### src/rtl/go_done_arbiter.sv
// Round-robin arbiter sharing one go/done worker among NUM_REQ
// four-phase requesters, with a per-phase watchdog.
module go_done_arbiter #(
  parameter int NUM_REQ       = 4,
  parameter int GRANT_W       = 2,
  parameter int TIMEOUT_WIDTH = 8,
  parameter int TIMEOUT_MAX   = 200
) (
  input  logic               clk_div,
  input  logic               rst,
  input  logic [NUM_REQ-1:0] req_i,
  output logic [NUM_REQ-1:0] ack_o,
  output logic [GRANT_W-1:0] grant_id_o,
  output logic               busy_o,
  output logic               go_out_o,
  input  logic               done_in_i,
  output logic               timeout_err_o
);

  localparam logic [1:0] S_IDLE    = 2'd0;
  localparam logic [1:0] S_ISSUE   = 2'd1;
  localparam logic [1:0] S_RELEASE = 2'd2;
  localparam logic [1:0] S_ACK     = 2'd3;

  localparam int SW = GRANT_W + 1;
  localparam logic [TIMEOUT_WIDTH-1:0] WD_MAX =
    TIMEOUT_WIDTH'(TIMEOUT_MAX);

  logic [1:0]               state_q, state_d;
  logic [GRANT_W-1:0]       ptr_q, ptr_d;
  logic [GRANT_W-1:0]       grant_q, grant_d;
  logic                     ok_q, ok_d;
  logic                     terr_q, terr_d;
  logic [TIMEOUT_WIDTH-1:0] wdog_q, wdog_d;

  logic [GRANT_W-1:0] pick;
  logic               hit;
  logic [SW-1:0]      sum;
  logic [GRANT_W-1:0] idx;
  logic [GRANT_W-1:0] nxt_ptr;
  logic               wd_hit;

  // Scan ptr, ptr+1, ... with wrap; first pending requester wins.
  always_comb begin
    pick = ptr_q;
    hit  = 1'b0;
    sum  = '0;
    idx  = '0;
    for (int i = 0; i < NUM_REQ; i++) begin
      sum = {1'b0, ptr_q} + SW'(i);
      if (sum >= SW'(NUM_REQ)) sum = sum - SW'(NUM_REQ);
      idx = sum[GRANT_W-1:0];
      if (!hit && req_i[idx]) begin
        hit  = 1'b1;
        pick = idx;
      end
    end
  end

  assign nxt_ptr = (grant_q == GRANT_W'(NUM_REQ - 1)) ?
                   '0 : grant_q + 1'b1;
  assign wd_hit  = (wdog_q == WD_MAX);

  always_comb begin
    state_d = state_q;
    ptr_d   = ptr_q;
    grant_d = grant_q;
    ok_d    = ok_q;
    terr_d  = terr_q;
    unique case (state_q)
      S_IDLE: begin
        if (hit) begin
          grant_d = pick;
          state_d = S_ISSUE;
        end
      end
      S_ISSUE: begin
        if (done_in_i) begin
          ok_d    = 1'b1;
          state_d = S_RELEASE;
        end else if (wd_hit) begin
          ok_d    = 1'b0;
          terr_d  = 1'b1;
          state_d = S_RELEASE;
        end
      end
      S_RELEASE: begin
        if (!done_in_i) begin
          state_d = ok_q ? S_ACK : S_IDLE;
          ptr_d   = nxt_ptr;
        end else if (wd_hit) begin
          terr_d  = 1'b1;
          state_d = S_IDLE;
          ptr_d   = nxt_ptr;
        end
      end
      S_ACK: begin
        if (!req_i[grant_q]) state_d = S_IDLE;
      end
      default: state_d = S_IDLE;
    endcase
  end

  always_comb begin
    wdog_d = wdog_q;
    if (state_d != state_q) begin
      wdog_d = '0;
    end else if ((state_q == S_ISSUE ||
                  state_q == S_RELEASE) && !wd_hit) begin
      wdog_d = wdog_q + 1'b1;
    end
  end

  always_ff @(posedge clk_div or posedge rst) begin
    if (rst) begin
      state_q <= S_IDLE;
      ptr_q   <= '0;
      grant_q <= '0;
      ok_q    <= 1'b0;
      terr_q  <= 1'b0;
      wdog_q  <= '0;
    end else begin
      state_q <= state_d;
      ptr_q   <= ptr_d;
      grant_q <= grant_d;
      ok_q    <= ok_d;
      terr_q  <= terr_d;
      wdog_q  <= wdog_d;
    end
  end

  // State-decoded so go and ack fall the moment rst asserts.
  assign go_out_o      = (state_q == S_ISSUE);
  assign busy_o        = (state_q != S_IDLE);
  assign ack_o         = (state_q == S_ACK) ?
                         (NUM_REQ'(1) << grant_q) : '0;
  assign grant_id_o    = grant_q;
  assign timeout_err_o = terr_q;

endmodule

### config.mk
export PLATFORM = sky130hd
export DESIGN_NAME = go_done_arbiter
export DESIGN_NICKNAME = d
export VERILOG_FILES = /design/src/rtl/go_done_arbiter.sv
export SDC_FILE = /design/constraint.sdc
export NUM_CORES = 1
export LEC_CHECK = 0
export CAP_MARGIN = 40
export CORE_MARGIN = 3
export CORE_UTILIZATION = 56
export CTS_CLUSTER_DIAMETER = 80
export DETAILED_ROUTE_END_ITERATION = 6
export DONT_BUFFER_PORTS = 1
export MAX_ROUTING_LAYER = met4
export PLACE_DENSITY = 0.74
export SYNTH_ARGS = -nofsm -noshare
export SYNTH_HDL_FRONTEND = slang
export SYNTH_SLANG_ARGS = --single-unit
### constraint.sdc
create_clock -name clk_div -period 1.6 [get_ports clk_div]
set_input_delay 0.32 -clock clk_div [delete_from_list [all_inputs] [get_ports clk_div]]
set_output_delay 0.32 -clock clk_div [all_outputs]
set_load 0.01 [all_outputs]
---- Yosys cells after proc, flatten, opt, wreduce, memory -nomap -nowiden ----
Cells that the tools add are included.
storage, ports and cells
  input port bits ......................... 7
  logic and storage cells ................. 94
  register bits ........................... 16
  output and inout port bits .............. 9
operators by class
  eq/ne operators ......................... 9
  $add $sub $neg .......................... 9
  reduce and logical (&&, ||, !) cells .... 18
  magnitude comparators ................... 9
  shift operators ......................... 1
  muxes and demuxes ....................... 42
operators with widths
  operator               number
  $mux W2                18
  $mux W8                2
  $lt A2 B3 Y1 const B   5
  $mux W1                14
  $bmux W1 S2            5
  $ge A3 B3 Y1 const B   3
  $add A8 B1 Y8 const B  1
  $eq A8 B8 Y1 const B   1
  $pmux W2 S4            1
  $reduce_bool A2 Y1     4
  $sub A2 B1 Y2 const B  4
  $add A2 B2 Y3 const B  2
  $eq A2 B2 Y1 const B   3
  $reduce_and A2 Y1      3
  $logic_and A1 B1 Y1    4
  $logic_not A1 Y1       4
  $mux W4                1
  $ne A2 B2 Y1 const B   2
  $shl A1 B2 Y4 const A  1
  $add A2 B1 Y3 const B  1
  $ge A2 B3 Y1 const B   1
  $reduce_and A3 Y1      1
  $add A2 B1 Y2 const B  1
  $eq A2 B1 Y1 const B   1
  other kinds (5)        5

---- Logic depth before layout (Yosys ltp) ----
Gate-level depths: netlist of the first run.
  depth in word-level cells ............... 18
  mapped depth ............................ 8

---- Least setup slack after synthesis of the first run ----
No wires, ideal clock.
  path kind ............................... reg-to-reg
  start point ............................. register state_q[1]
  end point ............................... register wdog_q[0]
  buffers on the path ..................... 0
  stages on the path, launching flop included .. 8
  data required time ...................... 1.528 ns
  library setup time ...................... 0.072 ns
  setup slack ............................. -0.167 ns
  arrival time ............................ 1.695 ns
  cell sequence ........................... dfrtp_1 -> inv_1 -> ha_1 -> nand2b_1 -> a32oi_1 -> a2bb2oi_1 -> o221ai_4 -> nor2_1
RTL lines
  what                                                        RTL line  RTL
  start: declaration                                          29        logic [1:0] state_q, state_d;
  start signal: assignment                                    123       state_q <= state_d;
  $eq A2 B1 Y1 *                                              n/a
  via go_out_o                                                15        output logic go_out_o,
  $pmux W2 S4 / $logic_or A1 B1 Y1 (equally long branches)    70, 108
  $ne A2 B2 Y1 / $logic_and A1 B1 Y1 (equally long branches)  106, 109
  $mux W8 / $reduce_bool A2 Y1 (equally long branches)        n/a
  end signal: assignment                                      128       wdog_q <= wdog_d;
  end: declaration                                            34        logic [TIMEOUT_WIDTH-1:0] wdog_q, wdog_d;
The timed path passes the listed nets; every way through them passes the cells marked *.
A chain may end at the register's enable or synchronous reset.

---- Worst setup path in the final report of the first run ----
  start point ............................. register state_q[0]
  end point ............................... register wdog_q[2]
between the ends
  word-level cells in the longest chain between the ends .. 5
RTL lines
  what                                                  RTL line  RTL
  $mux W2, on equally long branches                     91, 81
  $mux W2, on equally long branches                     88, 78
  $pmux W2 S4                                           70        unique case (state_q)
  $ne A2 B2 Y1                                          106       if (state_d != state_q) begin
  $mux W8 / $reduce_bool A2 Y1 (equally long branches)  n/a
Several ways; a longest one is shown, not always the timed one.

==> results of run 1 <==
==> sequential cells by signal, indices dropped and copies added (netlist names) <==
signal / cells
ok_q: 1
grant_id_o: 2
timeout_err_o: 1
wdog_q: 8
state_q: 2
ptr_q: 2
==> per-stage QoR <==
| stage | hold WS [ns] | power (mW) | cells |
|---|---|---|---|
| finish | 0.1782 | 2.961 | 187 |
| global route | 0.1822 | 3.165 | 187 |
| CTS | 0.1786 | 2.650 | 181 |
| detailed placement | 0.3152 | 2.217 | 171 |
| global placement | 0.3086 | 2.174 | 171 |
| floorplan | 0.2335 | 1.711 | 125 |
==> worst register-to-register path: stages, from the launching register on <==
cell      delay (ns)
dfrtp_2         0.42
inv_4           0.06
buf_4           0.13
ha_1            0.25
o41ai_2         0.10
o21ai_0         0.24
nand2_1         0.18
o221ai_4        0.17
nor2_2          0.15
==> logic make-up (layout without fill, tap and decap cells) <==
| logic type | Yosys count | after routing | share of synthesized area [%] |
|---|---|---|---|
| xor+xnor | 6 | 6 | 4.469 |
| compound gates | 25 | 25 | 18.51 |
| simple gates | 46 | 46 | 19.79 |
| buf+inv | 16 | 53 | 6.064 |
| mux | 5 | 5 | 5.425 |
| fa+ha+maj | 11 | 11 | 11.70 |
| flops | 16 | 16 | 34.04 |
==> per-layer routing <==
layer	routed length (µm)	part of all wire [%]	track usage [%]	vias up
met5	0	0	-	-
met4	68	2.1	6.550	0
met3	151	4.6	3.438	11
met2	1640	50	42.05	46
met1	1396	43	33.21	525
li1	-	-	-	509
==> final cells by class <==
type | instances | share of cell area, %
flip-flops and latches | 16 | 24.73
well taps | 25 | 1.914
repair buffers | 35 | 17.15
multi-input cells | 93 | 50.46
clock buffers | 4 | 2.221
inverters | 14 | 3.522
==> cell usage after synthesis, types with 2 or more instances <==
cell | number | share of area (%)
nor2_1 | 12 | 3.8
nand2b_1 | 3 | 1.6
nor3_1 | 3 | 1.3
nand2_1 | 12 | 3.8
a21oi_1 | 3 | 1.3
ha_1 | 11 | 12
and2_1 | 4 | 2.1
nand4_1 | 3 | 1.6
inv_1 | 14 | 4.5
nand3_1 | 4 | 1.7
xor2_1 | 3 | 2.2
o21ai_0 | 5 | 2.1
mux2i_1 | 3 | 2.6
xnor2_1 | 3 | 2.2
dfrtp_1 | 16 | 34
o21ai_1 | 2 | 0.85
==> power groups by stage <==
stage	clock (mW)	sequential, mW	combinational (mW)
final	0.269	0.631	2.06
after global routing	0.287	0.644	2.23
after CTS	0.269	0.614	1.77
after detailed placement	0	0.626	1.59
after global placement	0	0.616	1.56
after floorplan	0	0.665	1.05
==> what timing repair did <==
item | in CTS | in global routing
hold buffers | 1 | 0
setup endpoints to repair | 12 | 15
buffers inserted | 5 | 6
pin swaps | 6 | 14
hold endpoints to repair | 16 | 0
resized for setup | 12 | 14
==> how the worst min path moves through the flow <==
stage	endpoint	slack, ns	depth (start not counted)
finish	ok_q	0.18	1
global route	ok_q	0.18	1
CTS	ok_q	0.18	1
detailed placement	ptr_q[1]	0.32	1
global placement	ptr_q[1]	0.31	1
floorplan	grant_id_o[1]	0.23	1
==> results.md, run 1 <==
- Fill cells: 79
- DP HPWL: 2092 µm
- Final Net Count: roughly 180
- GR Overflow Total: 0
- Ports: 16
- Largest net degree at the start of global routing: 17
- Rows: 15
- Most used DFF post-synth: dfrtp_1
- Initial Util: 63.30%
- Net Sw Frac: between 40% and 50%
- TritonCTS buffer count: 3
- Syn-to-layout area delta: 38.94%
- WP buf/inv: 2
- Slew Viols, Final: 0
- Clk pin slew, worst setup/hold paths: approximately 0.1 ns
- Routed wire length: 3255 µm
- Clock Tree Root: clkbuf_4
- Tcrit/Tclk final: 109.2%
- R2R Path End: wdog_q[2]
- GP Congestion: 0.8109
- Post-route cell area: 1634 µm²
- Overall Global Routing Usage: 25.56%
- Chip height: 51.83 µm
- Clock Power Share: 9.1%
- TritonRoute pass-1 iters: 4
- Switching pwr: 1.320 mW
- WP depth: 8
- Largest stage delay, worst path: 0.42 ns
- Yosys warns: 0
- Reg area: 404.1 µm²
- Worst-case clock buffer depth: 2
- Crit path launch: state_q[0]
- Crit path required time: ~1.8 ns
- Clk sinks: 16
- Vias in the first global route: 1080
- Commonest non-fill, non-tap cell in the layout: buf_4
- Failing checks: setup timing
- Gate power share: 69.6%
- Final core occ: about 88%
- WS Path Type: reg2reg
- Placed cell area: 1419 µm²
- H-tree Lvls: 1
- Crit path capture: wdog_q[2]
- Total internal power: 1.642 mW
- CP max-delay cell: dfrtp_2
- Layout Skew: 0.004297 ns
- Routed vias/inst: 5.834
- Clk_lat worst skew: 0.29 ns
- Hold Path Class: in2reg
- Seq pwr share: 21.3%
- Setup WS pre-CTS: -0.1561 ns
- Max-cap violations: 0
- Critical path launch point type: flop
- Width of the die: 51.83 µm
- Critical R2R Launch: state_q[0]
- R2R depth: 8
- Placeable core area: between 1500 and 2000 µm²
- Total nets after synthesis: 143
- Leakage Power: 0.7573 nW
- Measured slew at the worst slew-check pin: 0.6702 ns
- Detailed-route via count: 1091
- Worst R2R Setup Slack: -0.15 ns
- Setup_tns: -1.128 ns
- Setup-failing EPs final: 13
- Flops & latches, synth: 16
- Max Freq: 572.1 MHz
- N_diodes: 0
- Final setup margin: -0.1480 ns
- PD cells: 1812 nW/µm²
- HP Start: done_in_i
- CTS tree: yes
- Routed WL per cell: 17.41 µm
- Avg Synthesized Cell Area: 9.409 µm²
- Top delay family on crit path: compound AO/OA/AOI/OAI gates
- Post-synthesis sequential area ratio: between 30% and 40%
- Final hold viol count: 0
- Status: finished with violations
- Post-route ant nets: 0
- Share of layout cells above drive strength 1: 45.06%
- Residual DRC: 0
- Min Tclk post-route: 1.748 ns
- Crit path arrival time: around 2 ns
- DIE AREA: approximately 2700 µm²
- Distinct cells, synth: 40
- RSZ-0062 raised after global routing: yes
- Antenna violations before repair: 0
- First-pass GRT wire length: a little under 5000 µm
- Slew Limit Headroom: 54.73%
- Critical Path, Cell by Cell: inv_4 > buf_4 > ha_1 > o41ai_2 > o21ai_0 > nand2_1 > o221ai_4 > nor2_2
- Post-synth EDFFs: 0
- Crit-path max FO: 8
- VDD IR max: 1.513 mV
- Gate Count Post-Synth: between 100 and 150
- Async SR Flop Fraction: 100.0%
- CP endpoint kind: flop
- Most frequent cells in the layout: buf_4, dfrtp_1, nand2_1
- Iter 0 DRT Violations: 44
- Port bufs: 0
- Syn Std Cell Area: 1176 µm²
- Area of the multi-input gates: 824.5 µm²
(Power assumes the default switching activity.)
==> run 2, diff against run 1 <==
--- a/config.mk
+++ b/config.mk
@@ -13,6 +13,7 @@
 export DONT_BUFFER_PORTS = 1
 export MAX_ROUTING_LAYER = met4
 export PLACE_DENSITY = 0.74
+export SLEW_MARGIN = 5
 export SYNTH_ARGS = -nofsm -noshare
 export SYNTH_HDL_FRONTEND = slang
 export SYNTH_SLANG_ARGS = --single-unit
==> results of run 2 <==
Same layout as run 1: the final DEF is identical, and so are final timing and power.
==> run 3, diff against run 2 <==
--- a/config.mk
+++ b/config.mk
@@ -11,8 +11,10 @@
 export CTS_CLUSTER_DIAMETER = 80
 export DETAILED_ROUTE_END_ITERATION = 6
 export DONT_BUFFER_PORTS = 1
+export HOLD_SLACK_MARGIN = 0.02
 export MAX_ROUTING_LAYER = met4
 export PLACE_DENSITY = 0.74
+export SETUP_SLACK_MARGIN = 0.02
 export SLEW_MARGIN = 5
 export SYNTH_ARGS = -nofsm -noshare
 export SYNTH_HDL_FRONTEND = slang
==> results.md, run 3 (same netlist as run 1, synthesis figures left out) <==
- Vias in the first global route: 1059 (-1.9%)
- First-pass GRT wire length: 5043 µm (+1.7%)
- Clock Tree Root: clkbuf_4
- WS Path Type: reg2reg
- Max-cap violations: 0 (unchanged)
- GR Overflow Total: 0 (unchanged)
- Critical R2R Launch: wdog_q[1]
- Clk sinks: 16 (unchanged)
- Crit-path max FO: 8 (unchanged)
- DP HPWL: 2065 µm (-1.3%)
- Iter 0 DRT Violations: 56 (+27%)
- HP Start: done_in_i
- Crit path required time: 1.77 ns (-0.05 ns)
- Width of the die: 51.83 µm (unchanged)
- Placed cell area: 1396 µm² (-1.6%)
- Chip height: 51.83 µm (unchanged)
- Placeable core area: 1858 µm² (unchanged)
- Crit path arrival time: 1.93 ns (-0.04 ns)
- DIE AREA: 2686 µm² (unchanged)
- Min Tclk post-route: 1.763 ns (+0.01493 ns)
- CP endpoint kind: flop
- Hold slack: 0.1790 ns (+0.0007520 ns)
- Slew Limit Headroom: 53.25% (-1.5 points)
- Residual DRC: 0 (unchanged)
- Largest stage delay, worst path: 0.41 ns (about the same)
- Status: finished with violations
- TritonRoute pass-1 iters: 4 (unchanged)
- Share of layout cells above drive strength 1: 40.00% (-5.1 points)
- Routed WL per cell: 20.07 µm (+15%)
- Post-route ant nets: 0 (unchanged)
- Critical path launch point type: flop
- Rows: 15 (unchanged)
- N_diodes: 0 (unchanged)
- Final setup margin: -0.1629 ns (-0.01493 ns)
- CP max-delay cell: dfrtp_1
- Biggest register: wdog_q
- Measured slew at the worst slew-check pin: 0.6922 ns (+0.02202 ns)
- Most frequent cells in the layout: buf_4, dfrtp_1, inv_1, nor2_1, nand2_1
- Ports: 16 (unchanged)
- TritonCTS buffer count: 3 (unchanged)
- Initial Util: 63.30% (unchanged)
- Largest net degree at the start of global routing: 17 (unchanged)
- GP Congestion: 0.9168 (+13%)
- Overall Global Routing Usage: 26.12% (+0.56 points)
- Final hold viol count: 0 (unchanged)
- Final Net Count: 174 (-3.9%)
- Hold Path Class: in2reg
- CTS tree: yes
- Fill cells: 96 (+22%)
- VDD IR max: 1.263 mV (-16%)
- R2R depth: 7 (-1)
- Tcrit/Tclk final: 110.2% (+0.93 points)
- Failing checks: setup timing
- Worst Hold End: ok_q
- H-tree Lvls: 1 (unchanged)
- Clk pin slew, worst setup/hold paths: 0.10 ns (about the same)
- PD cells: 1831 nW/µm² (+1.0%)
- Max reg flops: 8 (unchanged)
- Layout Skew: 0.001718 ns (-0.002579 ns)
- Routed wire length: 3612 µm (+11%)
- Slew Viols, Final: 0 (unchanged)
- R2R Path End: wdog_q[6]
- Clk_lat worst skew: 0.28 ns (about the same)
- Commonest non-fill, non-tap cell in the layout: buf_4
- Hold Path Cell Cnt: 1 (unchanged)
- Antenna violations before repair: 0 (unchanged)
- Detailed-route via count: 1129 (+3.5%)
- Syn-to-layout area delta: 34.89%
- Routed vias/inst: 6.272 (+7.5%)
- Post-route cell area: 1587 µm² (-2.9%)
- Worst-case clock buffer depth: 2 (unchanged)
- Setup-failing EPs final: 15 (+2)
- RSZ-0062 raised after global routing: yes
- Critical Path, Cell by Cell: inv_1 > ha_4 > and4b_1 > and2_4 > o2111ai_4 > o221ai_4 > nor2_1
- Leakage Power: 0.7176 nW (-5.2%)
- Max Freq: 567.3 MHz (-0.85%)
- Port bufs: 0 (unchanged)
- Worst R2R Setup Slack: -0.16 ns (about the same)
==> run 3: final cells by class <==
| class | instances | area [µm²] | share of cell area [%] |
|---|---|---|---|
| multi-input cells | 93 | 823.3 | 51.89 |
| flip-flops and latches | 16 | 404.1 | 25.47 |
| repair buffers | 28 | 239.0 | 15.06 |
| inverters | 14 | 52.55 | 3.312 |
| clock buffers | 4 | 36.28 | 2.287 |
| well taps | 25 | 31.28 | 1.972 |
==> run 3: what timing repair did <==
action | in CTS | in global routing
endpoints found under the hold margin | 16 | 0
setup buffers | 4 | 3
pin swaps | 1 | 4
hold buffers | 1 | 0
gates resized for setup | 11 | 13
cloned | 0 | 0
setup endpoints to repair | 13 | 17
==> run 3: worst max path at each step <==
| stage | startpoint | endpoint | slack, ns | depth (start not counted) |
|---|---|---|---|---|
| 3_5_place_dp | state_q[0] | wdog_q[6] | -0.07 | 7 |
| 4_1_cts | wdog_q[0] | wdog_q[6] | -0.04 | 7 |
| 2_1_floorplan | wdog_q[0] | ptr_q[1] | 0.02 | 7 |
| 5_1_grt | state_q[1] | wdog_q[0] | -0.23 | 7 |
| 6_report | wdog_q[1] | wdog_q[6] | -0.16 | 7 |
| 3_3_place_gp | state_q[1] | wdog_q[4] | -0.04 | 7 |
==> run 3: stage by stage <==
| stage | setup slack (ns) | std cells | util, % | setup TNS (ns) | power (mW) |
|---|---|---|---|---|---|
| global placement | -0.03638 | 168 | 75.15 | -0.1682 | 2.150 |
| CTS | -0.04139 | 177 | 81.28 | -0.2454 | 2.603 |
| finish | -0.1629 | 180 | 85.39 | -1.882 | 2.904 |
| detailed placement | -0.06941 | 168 | 75.15 | -0.4736 | 2.209 |
| floorplan | 0.01510 | 125 | - | 0 | 1.716 |
| global route | -0.2260 | 180 | 85.39 | -2.542 | 3.039 |
==> run 3: where the power goes <==
| part | leakage [nW] | internal, mW | total (mW) | switching [mW] |
|---|---|---|---|---|
| clock | 0.0210 | 0.138 | 0.272 | 0.134 |
| sequential | 0.203 | 0.513 | 0.627 | 0.113 |
| combinational | 0.494 | 0.899 | 2.01 | 1.11 |
| total | 0.718 | 1.55 | 2.90 | 1.35 |
==> run 3: critical path, delay by kind of cell, from the launching register on <==
family,cells,cell delay [ns]
AOI/OAI and AO/OA,2,0.43
adders and majority gates,1,0.14
buffers and inverters,1,0.12
DFF,1,0.41
and+or+nand+nor,3,0.55
==> run 3: layer usage <==
metal / track usage [%] / up-vias / routed length (µm)
li1: - / 501 / -
met1: 35.04 / 530 / 1470
met2: 40.59 / 78 / 1694
met3: 2.292 / 20 / 294
met4: 10.92 / 0 / 153
met5: - / - / 0
==> variant: new RTL, config.mk and constraints of run 1 <==
Make the reset (`rst`) synchronous in one clocked block.
--- a/src/rtl/go_done_arbiter.sv
+++ b/src/rtl/go_done_arbiter.sv
@@ -111,7 +111,7 @@
     end
   end
 
-  always_ff @(posedge clk_div or posedge rst) begin
+  always_ff @(posedge clk_div) begin
     if (rst) begin
       state_q <= S_IDLE;
       ptr_q   <= '0;
Formal check against the unedited RTL: differs if rst is asserted again (counterexample within 4 cycles, from zero or initial values and one cycle with rst high); with rst held inactive, the same outputs for 10 cycles.
==> variant against run 1 <==
  * The flow still finishes with violations (negative setup slack)
  * Global-route usage rose by 4.6 points
  * Largest cell class unchanged
  * Sequential cell count did not move
  * Area after synthesis fell by 0.43%
  * Routed wire length rose by 31%
  * Count of clock-buffer cells in the layout did not move
  * Final area rose by 5.5%
  * Setup slack got worse by 0.039 ns
Power is not compared: it rests on default switching activity, and its combinational part moved more than twofold at a synthesized area within 25%.
==> variant: results (changes against run 1) <==
Synthesis
  • Synth unique cells: 46 (+15%)
  • Synth top cells by count: 16 x dfxtp_1, 11 x ha_1, 11 x inv_1, 8 x a21oi_1, 8 x nor4_1
  • Main area contributors after synthesis: dfxtp_1 27%, ha_1 12%, nor4_1 4.3%
  • Ys flop type: dfxtp_1
  • Mapped Nets: 150 (+4.9%)
  • Seq/Total Area, Yosys: 0.274 (-0.0669)
  • Fraction of registers with async set/reset: 0 (-1.00)
  • Synth warnings: 0 (unchanged)

Worst hold path
  • Hold crit path type: in2reg
  • HP Start: rst
  • Min-Delay Endpoint: ptr_q[0]
  • Hold path depth: 1 (unchanged)

Setup path
  • Slowest CP cell: dfxtp_4
  • CP max stage delay: 0.40 ns (-0.02 ns)
  • FF-to-FF End: wdog_q[5]
  • Reg-to-reg critical path startpoint: state_q[1]
  • Crit-path leading delay family: compound AO/OA/AOI/OAI gates
  • Worst r2r path cells: 7 (-1)
  • Critical Path Fanout Max: 5 (-3)
  • Crit path DAT: 1.99 ns (+0.02 ns)

Outcome
  • Outcome: finished with violations
  • Failing checks: negative setup slack

Clock tree
  • Clock Pin Slew Worst Setup and Hold Paths: 0.10 ns (about the same)
  • Root buf cell: clkbuf_4
  • Cts bufs inserted: 3 (unchanged)
  • H-tree depth: 1 (unchanged)
  • Clock Latency Late Sink: 0.29 ns (about the same)
  • Max Buffers Root-to-Sink: 2 (unchanged)

Layout
  • Post-layout net count: 187 (+3.3%)
  • Ant diodes: 0 (unchanged)
  • Layout fillers: 62 (-22%)
  • Share of layout cells above drive strength 1: 0.470 (+0.0196)
  • Max reg flops: 8 (unchanged)
  • Biggest register: wdog_q

STA
  • Worst-margin pin slew: 0.464 ns (-0.206 ns)
  • TNS Setup: -1.45 ns (-0.320 ns)
  • Final setup viols: 11 (-2)
  • Clock skew: 0.00233 ns (-0.00197 ns)
  • Worst setup margin: -0.187 ns (-0.0394 ns)

Routing
  • Drt pass-1 iters: 4 (unchanged)
  • Via density: 6.85 (+17%)
  • WL per Instance: 22.1 um (+27%)
  • DR iter-0 viols: 60 (+36%)

Global route
  • Initial antenna violation count: 0 (unchanged)
  • Pin count of the biggest net entering global routing: 11 (-6)
  • Overall Global Routing Usage: 0.302 (+0.0459)
  • Vias in the first global route: 1244 (+15%)
  • First-pass GRT wire length: 5930 um (+20%)

Placement
  • Routability congestion estimate: 0.869 (+7.2%)
  • Final HPWL DP: 2350 um (+12%)
  • Port Buffers: 0 (unchanged)

Power
  • Leak: 0.634 nW
  • Peak supply drop: 570 uV
[variant: routing by layer]
layer / wire length (um) / GRT usage
met4: 157 / 0.0830
met2: 2090 / 0.530
met3: 401 / 0.0430
met1: 1620 / 0.359
met5: 0 / -
[variant: power breakdown]
part	switching [mW]	internal [mW]	leakage, nW	total (mW)
Clock	0.136	0.139	0.0210	0.274
Combinational	0.219	0.188	0.480	0.407
Sequential	0.0212	0.416	0.132	0.437
[variant: area by class of cell]
class | instances | area (um2) | share of cell area
Multi-Input combinational cell | 103 | 992 | 0.575
Sequential cell | 16 | 332 | 0.192
Timing Repair Buffer | 34 | 287 | 0.166
Inverter | 11 | 46.3 | 0.0269
Clock buffer | 4 | 36.3 | 0.0210
Tap cell | 25 | 31.3 | 0.0181
[variant: metrics by stage]
step                      hold slack (ns)  area [um2]  utilization  instances  setup slack [ns]
after CTS                          0.0827        1610        0.876        190           -0.0983
after floorplan                     0.432        1210            -        132           -0.0809
final                              0.0801        1720        0.937        193            -0.187
after detailed placement            0.393        1450        0.788        184            -0.198
after global placement              0.391        1450        0.788        184            -0.163
after global routing               0.0634        1720        0.937        193            -0.246
[variant: worst max-delay path by stage]
stage,startpoint,end,slack [ns],depth (start not counted)
final,state_q[1],wdog_q[5],-0.19,7
after global routing,state_q[1],wdog_q[5],-0.25,7
after CTS,state_q[0],wdog_q[5],-0.1,7
after detailed placement,state_q[1],wdog_q[1],-0.20,6
after global placement,wdog_q[0],wdog_q[3],-0.16,7
after floorplan,wdog_q[1],wdog_q[0],-0.08,7
[variant: cells by family (layout without fill, tap and decap cells)]
logic type / count (synthesis) / count (layout) / synth area share
and+or+nand+nor: 49 / 49 / 0.280
muxes: 4 / 4 / 0.0342
AOI/OAI and AO/OA: 33 / 33 / 0.202
adders and majority gates: 11 / 11 / 0.118
buffers and inverters: 13 / 49 / 0.0481
DFF: 16 / 16 / 0.274
xor gates and xnor gates: 6 / 6 / 0.0449
[variant: what timing repair did]
item                                    in CTS  in global routing
endpoints found under the setup margin      13                 14
buffers inserted                             2                  4
cloned                                       0                  0
pin swaps                                   13                  2
gates resized for setup                     27                 14
